==> src/rtl/rect_pkg.sv <==
// Shared types, screen constants and FSM state encoding for the
// rectangle fill engine (coord_t, dim_t, ext_t, rect_state_t).
package rect_pkg;

  localparam int COORD_W  = 11;
  localparam int DIM_W    = 10;
  localparam int SCREEN_W = 640;
  localparam int SCREEN_H = 480;

  typedef logic signed [COORD_W-1:0] coord_t;
  typedef logic        [DIM_W-1:0]   dim_t;
  // One extra bit so x+w never overflows.
  typedef logic signed [COORD_W:0]   ext_t;

  typedef enum logic [1:0] {
    IDLE,
    CLIP,
    DRAW,
    DONE
  } rect_state_t;

  function automatic ext_t sx(coord_t v);
    return ext_t'({v[COORD_W-1], v});
  endfunction

  function automatic ext_t zx(dim_t v);
    return ext_t'({{(COORD_W+1-DIM_W){1'b0}}, v});
  endfunction

endpackage

==> src/rtl/rect_clip.sv <==
// Combinational clip of a rectangle to the screen.
// Ports: i_x/i_y/i_w/i_h request; o_*_lo/o_*_hi inclusive bounds, o_empty.
module rect_clip
  import rect_pkg::*;
(
  input  coord_t     i_x,
  input  coord_t     i_y,
  input  dim_t       i_w,
  input  dim_t       i_h,
  output ext_t       o_x_lo,
  output ext_t       o_x_hi,
  output ext_t       o_y_lo,
  output ext_t       o_y_hi,
  output logic       o_empty
);

  localparam ext_t SW  = ext_t'(SCREEN_W);
  localparam ext_t SH  = ext_t'(SCREEN_H);
  localparam ext_t ONE = ext_t'(1);

  ext_t w_x;
  ext_t w_y;
  ext_t w_x_end;
  ext_t w_y_end;

  always_comb begin
    w_x     = sx(i_x);
    w_y     = sx(i_y);
    w_x_end = w_x + zx(i_w);
    w_y_end = w_y + zx(i_h);
    o_x_lo  = w_x[COORD_W] ? '0 : w_x;
    o_y_lo  = w_y[COORD_W] ? '0 : w_y;
    o_x_hi  = ((w_x_end < SW) ? w_x_end : SW) - ONE;
    o_y_hi  = ((w_y_end < SH) ? w_y_end : SH) - ONE;
    o_empty = (i_w == '0) || (i_h == '0) ||
              (o_x_lo > o_x_hi) || (o_y_lo > o_y_hi);
  end

endmodule

==> src/rtl/rect_fill_engine.sv <==
// Clips a rectangle request and emits one pixel write per clock,
// row-major. Ports: req_* handshake/fields, x/y/white/wr_en write
// path, busy/done status. RECT_FILL_OUTLINE_EN adds req_outline.
module rect_fill_engine
  import rect_pkg::*;
(
  input  logic   clk,
  input  logic   reset,
  input  logic   req_valid,
  output logic   req_ready,
  input  coord_t req_x,
  input  coord_t req_y,
  input  dim_t   req_w,
  input  dim_t   req_h,
  input  logic   req_white,
`ifdef RECT_FILL_OUTLINE_EN
  input  logic   req_outline,
`endif
  output coord_t x,
  output coord_t y,
  output logic   white,
  output logic   wr_en,
  output logic   busy,
  output logic   done
);

  rect_state_t r_state;
  rect_state_t w_state_nxt;

  coord_t r_req_x;
  coord_t r_req_y;
  dim_t   r_req_w;
  dim_t   r_req_h;
  logic   r_white;
  coord_t r_x;
  coord_t r_y;
  coord_t r_x_lo;
  coord_t r_x_hi;
  coord_t r_y_hi;

  ext_t w_x_lo;
  ext_t w_x_hi;
  ext_t w_y_lo;
  ext_t w_y_hi;
  logic w_empty;
  logic w_last;
  logic w_draw;
  logic w_accept;

  rect_clip u_clip (
    .i_x     (r_req_x),
    .i_y     (r_req_y),
    .i_w     (r_req_w),
    .i_h     (r_req_h),
    .o_x_lo  (w_x_lo),
    .o_x_hi  (w_x_hi),
    .o_y_lo  (w_y_lo),
    .o_y_hi  (w_y_hi),
    .o_empty (w_empty)
  );

  assign w_last   = (r_x == r_x_hi) && (r_y == r_y_hi);
  assign w_accept = req_valid && (r_state == IDLE);

  always_comb begin
    w_state_nxt = r_state;
    req_ready   = 1'b0;
    busy        = 1'b1;
    done        = 1'b0;
    w_draw      = 1'b0;
    unique case (r_state)
      IDLE: begin
        req_ready = 1'b1;
        busy      = 1'b0;
        if (req_valid) w_state_nxt = CLIP;
      end
      CLIP: w_state_nxt = w_empty ? DONE : DRAW;
      DRAW: begin
        w_draw = 1'b1;
        if (w_last) w_state_nxt = DONE;
      end
      DONE: begin
        done        = 1'b1;
        w_state_nxt = IDLE;
      end
    endcase
  end

`ifdef RECT_FILL_OUTLINE_EN
  logic r_outline;
  logic w_on_edge;
  ext_t w_xe;
  ext_t w_ye;
  ext_t w_rx;
  ext_t w_ry;

  always_comb begin
    w_xe = sx(r_x);
    w_ye = sx(r_y);
    w_rx = sx(r_req_x);
    w_ry = sx(r_req_y);
    w_on_edge = (w_xe == w_rx) ||
                (w_xe == w_rx + zx(r_req_w) - ext_t'(1)) ||
                (w_ye == w_ry) ||
                (w_ye == w_ry + zx(r_req_h) - ext_t'(1));
  end

  always_ff @(posedge clk) begin
    if (reset)         r_outline <= 1'b0;
    else if (w_accept) r_outline <= req_outline;
  end

  assign wr_en = w_draw && (!r_outline || w_on_edge);
`else
  assign wr_en = w_draw;
`endif

  always_ff @(posedge clk) begin
    if (reset) begin
      r_state <= IDLE;
      r_req_x <= '0;
      r_req_y <= '0;
      r_req_w <= '0;
      r_req_h <= '0;
      r_white <= 1'b0;
      r_x     <= '0;
      r_y     <= '0;
      r_x_lo  <= '0;
      r_x_hi  <= '0;
      r_y_hi  <= '0;
    end else begin
      r_state <= w_state_nxt;
      if (w_accept) begin
        r_req_x <= req_x;
        r_req_y <= req_y;
        r_req_w <= req_w;
        r_req_h <= req_h;
        r_white <= req_white;
      end
      if (r_state == CLIP) begin
        // Non-empty bounds always fit in COORD_W bits.
        r_x_lo <= w_x_lo[COORD_W-1:0];
        r_x_hi <= w_x_hi[COORD_W-1:0];
        r_y_hi <= w_y_hi[COORD_W-1:0];
        if (!w_empty) begin
          r_x <= w_x_lo[COORD_W-1:0];
          r_y <= w_y_lo[COORD_W-1:0];
        end
      end
      // Last pixel holds x/y so they never leave the screen.
      if ((r_state == DRAW) && !w_last) begin
        if (r_x == r_x_hi) begin
          r_x <= r_x_lo;
          r_y <= r_y + coord_t'(1);
        end else begin
          r_x <= r_x + coord_t'(1);
        end
      end
    end
  end

  assign x     = r_x;
  assign y     = r_y;
  assign white = r_white;

endmodule

==> config.mk <==
export PLATFORM = sky130hd
export DESIGN_NAME = rect_fill_engine
export DESIGN_NICKNAME = d
export VERILOG_FILES = /design/src/rtl/rect_pkg.sv /design/src/rtl/rect_clip.sv /design/src/rtl/rect_fill_engine.sv
export SDC_FILE = /design/constraint.sdc
export NUM_CORES = 1
export LEC_CHECK = 0
export CAP_MARGIN = 20
export CORE_MARGIN = 3
export CORE_UTILIZATION = 30
export CTS_CLUSTER_SIZE = 24
export DETAILED_ROUTE_END_ITERATION = 8
export GPL_TIMING_DRIVEN = 0
export PLACE_DENSITY_LB_ADDON = 0.05
export SLEW_MARGIN = 30
export SYNTH_ARGS = -nofsm -noshare
export SYNTH_HDL_FRONTEND = slang
export SYNTH_SLANG_ARGS = --single-unit
==> constraint.sdc <==
create_clock -name clk -period 17.61 [get_ports clk]
set_clock_uncertainty 0.1 [all_clocks]
set_input_delay 3.522 -clock clk [delete_from_list [all_inputs] [get_ports clk]]
set_output_delay 3.522 -clock clk [all_outputs]
set_load 0.005 [all_outputs]
* Yosys cells after proc, flatten, opt, wreduce, memory -nomap -nowiden
Cells that the tools add are included.
Cells by class: reduce and logical (&&, ||, !) cells 13, add/sub/neg operators 6, multiplexer cells 20, eq/ne operators 8, order comparisons 4
Operators with widths (count):
- 11-bit 2-to-1 mux | 8
- 11-bit by 11-bit adder with 12-bit output | 2
- 12-bit > comparator | 2
- 12-bit 2-to-1 mux | 2
- 12-bit by 2-bit subtractor with 12-bit output (second input constant) | 2
- 11-bit by 2-bit adder with 11-bit output (second input constant) | 2
- 11-bit equality test | 2
- 10-bit logical NOT | 2
- 10-bit 2-to-1 mux | 2
- 12-bit by 10-bit < comparator with 1-bit output (second input constant) | 1
- 12-bit by 11-bit < comparator with 1-bit output (second input constant) | 1
- 2-bit case mux with 4 select lines | 1
- 1-bit 2-to-1 mux | 5
- 2-bit equality test (second input constant) | 2
- 2-bit 2-to-1 mux | 2
- 2-bit inequality test (second input constant) | 2
- 2-bit AND reduction | 2
- 1-bit logical AND | 3
- 1-bit logical OR | 3
- 2-bit by 1-bit equality test with 1-bit output (second input constant) | 1
- 2-bit logical NOT | 1
- 2-bit by 1-bit inequality test with 1-bit output (second input constant) | 1
- 2-bit nonzero test | 1
- 1-bit logical NOT | 1
Storage, ports and cells: register bits 100

* Longest topological paths before layout
depth in word-level cells 11, gate-level depth with buffers 31, gate-level depth less buffers 28

* Modules after synthesis
From an unflattened synthesis, not the netlist that was laid out.
Second synthesis, totals: cells, all modules 894, area total of the unflattened synthesis 7096.8 um^2
Modules (own cells, without submodules):
- rect_fill_engine | cells each 536, area an instance 4615.7 um^2, instances 1
- rect_clip | cells each 358, area an instance 2481.1 um^2, instances 1

* Least setup slack after synthesis
OpenSTA, ideal clock, no wires.
path kind reg-to-reg, start register r_req_x[0], end register r_x[6] (netlist: x[6]), cell stages (with the launch flop) 30, data required time 17388 ps, clock period less this slack 6100 ps, buffers on the path 3, arrival 5878 ps, slack 11510 ps, cell sequence dfxtp_1 ha_1 fa_1 a21o_1 a311oi_1 o221a_2 o21ai_0 o221a_2 inv_1 o21ai_0 ha_1 clkbuf_1 nand2b_1 ha_1 nand2_1 o31a_1 o21bai_1 o21ba_2 xnor2_1 or2_2 ha_1 o21ai_0 nor2_1 a211o_1 o21ai_0 o211a_1 buf_4 buf_6 a21oi_1 a311o_1
Between the ends: cells in the longest elaborated chain, start to end 9, elaborated cells between the ends (all ways) 10, those cells by class 2 x add/sub; 2 x order compare; 1 x eq/ne; 2 x mux; 3 x reduce/logical
RTL lines:
- start, declared | line rect_fill_engine.sv:30 | coord_t r_req_x;
- start signal, assigned | line rect_fill_engine.sv:134 | r_req_x <= req_x;
- 11-bit by 11-bit adder with 12-bit output (*) | line rect_clip.sv:29 | w_x_end = w_x + zx(i_w);
- 12-bit by 11-bit < comparator with 1-bit output | line rect_clip.sv:33 | o_x_hi = ((w_x_end < SW) ? w_x_end : SW) - ONE;
- 12-bit 2-to-1 mux (*) | line rect_clip.sv:33
- 12-bit by 2-bit subtractor with 12-bit output (*) | line rect_clip.sv:33
- net u_clip.o_x_hi[0] | line rect_clip.sv:11 | output ext_t o_x_hi,
- 12-bit > comparator (*) | line rect_clip.sv:36 | (o_x_lo > o_x_hi) || (o_y_lo > o_y_hi);
- 1-bit logical OR (*) | line rect_clip.sv:35 | o_empty = (i_w == '0) || (i_h == '0) ||
- 1-bit logical OR (*) | line rect_clip.sv:36
- 2-bit by 1-bit inequality test with 1-bit output (no line) (*)
- 2-bit AND reduction (no line) (*)
- end signal, assigned | line rect_fill_engine.sv:146 | r_x <= w_x_lo[COORD_W-1:0];
- end signal, assigned | line rect_fill_engine.sv:153 | r_x <= r_x_lo;
- end signal, assigned | line rect_fill_engine.sv:156 | r_x <= r_x + coord_t'(1);
- end, declared | line rect_fill_engine.sv:35 | coord_t r_x;
The timed path passes the listed nets; every way through them passes the cells marked *. A chain may end at the register's enable or synchronous reset.

* Worst setup path after layout
start register r_req_x[0], end register r_x[0] (netlist: x[0])
Same word-level chain as after synthesis.

==> metrics.txt <==
# TYPE chip_impl_metric gauge
chip_impl_metric{name="placement.io_buffers",unit=""} 72
chip_impl_info{name="worst_setup_path_startpoint",value="r_req_x[0]"} 1
chip_impl_metric{name="x_dimension_of_the_die",unit="µm"} 155
chip_impl_metric{name="slew_headroom",unit="%"} 48.9
chip_impl_info{name="cp_common_cell",value="o21ai_0"} 1
chip_impl_metric{name="area_delta_synth_final",unit="%"} 21.0
chip_impl_metric{name="cts_repair_resize_count",unit=""} 0
chip_impl_metric{name="clk_latency",unit="ns"} 0.35
chip_impl_metric{name="clock.fmax",unit="GHz"} 0.135
chip_impl_metric{name="postCtsHoldBufs",unit=""} 0
chip_impl_info{name="run_status",value="finished clean"} 1
chip_impl_metric{name="post-route-worst-setup-slack",unit="ns"} 10.23
chip_impl_metric{name="floorplan.initialDensity",unit="%"} 31.1
chip_impl_metric{name="area_of_the_multi_input_gates",unit="mm²"} 0.00445
chip_impl_metric{name="timing.setup.tns",unit="ns"} 0
chip_impl_metric{name="htree_num_levels",unit=""} 3
chip_impl_info{name="setup.worst_path.class",value="reg -> reg"} 1
chip_impl_metric{name="antenna_found_initial",unit=""} 0
chip_impl_metric{name="grt_max_degree",unit=""} 17
chip_impl_metric{name="design.core.area",unit="mm²"} 0.0214
chip_impl_info{name="critPathLaunchType",value="flop"} 1
chip_impl_metric{name="dp.cells",unit=""} 1204
chip_impl_info{name="final_common_cell",value="nand2_1"} 1
chip_impl_metric{name="p_int",unit="µW"} 697
chip_impl_metric{name="grt_pass1_vias",unit=""} 6081
chip_impl_metric{name="viasPerCell",unit=""} 5.16
chip_impl_metric{name="globalRoute.totalOverflow",unit=""} 0
chip_impl_metric{name="syn-mean-instance-area",unit="µm²"} 7.79
chip_impl_info{name="ys.flop_type",value="dfxtp_1"} 1
chip_impl_metric{name="timing.max_cap.violations",unit=""} 0
chip_impl_metric{name="max_rail_drop_vdd",unit="mV"} 0.0640
chip_impl_info{name="critical_path.reg2reg.startpoint",value="r_req_x[0]"} 1
chip_impl_metric{name="num_rows",unit=""} 53
chip_impl_metric{name="crit_path_max_incr_delay",unit="ns"} 0.55
chip_impl_metric{name="max-clock-path-buffers",unit=""} 2
chip_impl_metric{name="yosys_register_bits",unit=""} 99
chip_impl_metric{name="finalWeightedCongestion",unit=""} 0.800
chip_impl_info{name="cts_root_buf",value="clkbuf_16"} 1
chip_impl_info{name="setup.worst_path.end",value="x[0]"} 1
chip_impl_metric{name="post_synth_num_cell_types",unit=""} 60
chip_impl_metric{name="synth-async-reset-ratio",unit="%"} 0
chip_impl_metric{name="filler_cell_count",unit=""} 2300
chip_impl_metric{name="clk_transition_reported_paths",unit="ns"} 0.07
chip_impl_metric{name="period_minus_ws_final",unit="ns"} 7.38
chip_impl_metric{name="timing.critical_path.arrival",unit="ns"} 7.48
chip_impl_info{name="crit_path_top_delay_cell",value="a311oi_1"} 1
chip_impl_metric{name="critical_path_required",unit="ns"} 17.71
chip_impl_metric{name="reg2regPathDepth",unit=""} 30
chip_impl_metric{name="r2r_setup_slack",unit="ns"} 10.23
chip_impl_metric{name="post_layout_nonfiller_instances",unit=""} 1220
chip_impl_metric{name="postRouteAntennaNets",unit=""} 0
chip_impl_metric{name="global_route.usage.total",unit="%"} 17.8
chip_impl_metric{name="final_net_count",unit=""} 1037
chip_impl_metric{name="ios",unit=""} 73
chip_impl_info{name="unrepaired_setup_endpoints_after_global_routing",value="false"} 1
chip_impl_metric{name="post-route-drc-count",unit=""} 0
chip_impl_info{name="timing.rr.end",value="x[0]"} 1
chip_impl_metric{name="final_max_slew_viol_count",unit=""} 0
chip_impl_metric{name="register_area",unit="mm²"} 0.00198
chip_impl_info{name="hold_class",value="reg -> reg"} 1
chip_impl_metric{name="routedWlPerCell",unit="µm"} 17.5
chip_impl_metric{name="power.density",unit="mW/mm²"} 161
chip_impl_metric{name="drt-total-wl",unit="µm"} 21400
chip_impl_metric{name="setup-violations-final",unit=""} 0
chip_impl_info{name="mostFrequentLayoutCells",value="nand2_1, dfxtp_1, a21oi_1"} 1
chip_impl_metric{name="critical_path_peak_fanout",unit=""} 10
chip_impl_metric{name="comb_power_share",unit="%"} 57.6
chip_impl_metric{name="final-hold-violation-count",unit=""} 0
chip_impl_info{name="cp-end-kind",value="flop"} 1
chip_impl_metric{name="detailed_route_iter0_violations",unit=""} 357
chip_impl_metric{name="switching_share",unit="%"} 46.3
chip_impl_metric{name="post_route_cells_drive_above_1_share",unit="%"} 3.92
chip_impl_metric{name="place.detailed.hpwl",unit="µm"} 17200
chip_impl_metric{name="clockPowerShare",unit="%"} 16.7
chip_impl_metric{name="die_height",unit="µm"} 155
chip_impl_metric{name="syn-instance-count",unit=""} 856
chip_impl_metric{name="synth_edf_count",unit=""} 0
chip_impl_metric{name="fp.dieArea",unit="mm²"} 0.0241
chip_impl_metric{name="min_period_over_period",unit="%"} 41.9
chip_impl_metric{name="dpl_worst_slack",unit="ns"} 10.14
chip_impl_metric{name="number_of_clock_buffers_inserted_by_tritoncts",unit=""} 9
chip_impl_metric{name="yosys_warnings",unit=""} 0
chip_impl_metric{name="detailroute.via_count",unit=""} 6299
chip_impl_metric{name="drt_pre_antenna_iters",unit=""} 5
chip_impl_metric{name="seq_power_share",unit="%"} 25.7
chip_impl_metric{name="worst_pin_slew",unit="ns"} 0.767
chip_impl_metric{name="antenna-diode-count",unit=""} 0
chip_impl_metric{name="clock_sink_count",unit=""} 99
chip_impl_metric{name="cellLeakagePower",unit="nW"} 3.16
chip_impl_info{name="tritoncts_clock_tree",value="built"} 1
chip_impl_metric{name="postCtsSetupRepairBufs",unit=""} 0
chip_impl_metric{name="synth_sequential_area_ratio",unit="%"} 29.7
chip_impl_metric{name="mappedNetlistArea",unit="mm²"} 0.00667
chip_impl_metric{name="net-switching-power",unit="µW"} 601
chip_impl_metric{name="synth.net_count",unit=""} 953
chip_impl_metric{name="first_pass_grt_wire_length",unit="µm"} 34400
==> stage by stage <==
stage,power (mW),hold WS (ns),instance area [µm²],utilization (%)
2_1_floorplan,0.846,0.346,6670,-
3_3_place_gp,1.09,0.344,7730,36.1
3_5_place_dp,1.09,0.354,7750,36.2
4_1_cts,1.31,0.366,8070,37.7
5_1_grt,1.41,0.397,8070,37.7
6_report,1.30,0.369,8070,37.7
==> power groups by stage <==
stage	clock, mW	sequential (mW)	combinational [mW]
after floorplan	0	0.319	0.527
after global placement	0	0.339	0.750
after detailed placement	0	0.339	0.752
after CTS	0.224	0.334	0.755
after global routing	0.232	0.342	0.839
final	0.217	0.334	0.747
==> cells by family after synthesis <==
| logic type | synth area share [%] |
|---|---|
| compound gates | 23.2 |
| buf+inv | 3.60 |
| flops | 29.7 |
| simple gates | 24.8 |
| xor+xnor | 7.09 |
| fa+ha+maj | 9.79 |
| mux | 1.80 |
==> how the worst min path moves through the flow <==
stage / cells past startpoint / end / slack (ns) / from
finish: 2 / r_req_x[8] / 0.37 / r_req_x[8]
global route: 2 / white / 0.40 / white
CTS: 2 / white / 0.37 / white
detailed placement: 2 / white / 0.35 / white
global placement: 2 / white / 0.34 / white
floorplan: 2 / r_x_lo[0] / 0.35 / r_x_lo[0]
==> per-layer routing <==
| layer | GRT usage [%] | vias up | share of wire [%] |
|---|---|---|---|
| li1 | - | 3253 | - |
| met1 | 26.1 | 2898 | 52 |
| met2 | 28.1 | 136 | 44 |
| met3 | 2.75 | 12 | 3.8 |
| met4 | 3.07 | 0 | 0.74 |
| met5 | 0 | - | 0 |
==> flip-flops by register name, summed over array words and instances (netlist names), 10 cells and up <==
register	cells
r_req_x	11
r_x_lo	10
x	11
r_y_hi	11
r_x_hi	11
r_req_y	11
r_req_w	10
y	11
r_req_h	10
==> area by class of cell <==
class | count | share of cell area [%]
Multi-Input combinational cell | 697 | 55.2
Clock buffer | 11 | 3.01
Inverter | 13 | 0.605
Timing Repair Buffer | 73 | 8.99
Tap cell | 275 | 4.26
Sequential cell | 99 | 24.6
Clock inverter | 5 | 1.02
Buffer | 47 | 2.37
==> worst max-delay path: cells and delay by family, from the launching register on <==
| family | cells | cell delay (ns) |
|---|---|---|
| flops | 1 | 0.35 |
| buf+inv | 3 | 0.73 |
| simple gates | 7 | 1.33 |
| fa+ha+maj | 5 | 1.61 |
| compound gates | 15 | 3.11 |
==> Yosys cell counts (9+ instances only) <==
master / count / share of area, %
nor2b_1: 30 / 2.8
a31oi_1: 10 / 0.94
a211oi_1: 25 / 2.8
xor2_1: 23 / 3.0
and3_1: 9 / 0.84
o21ai_0: 23 / 1.7
inv_1: 13 / 0.73
nand2b_1: 12 / 1.1
nor2_1: 78 / 4.4
dfxtp_1: 99 / 30
a21oi_1: 87 / 6.5
ha_1: 49 / 9.2
nor3_1: 14 / 1.1
mux2i_1: 12 / 1.8
a311o_1: 9 / 1.4
nand3_1: 26 / 2.0
clkbuf_1: 39 / 2.2
o211ai_1: 9 / 1.0
xnor2_1: 31 / 4.1
a21o_1: 10 / 1.1
a22oi_1: 10 / 1.1
nand4_1: 10 / 0.94
nand2_1: 130 / 7.3
Power figures use the tool's default switching activity.
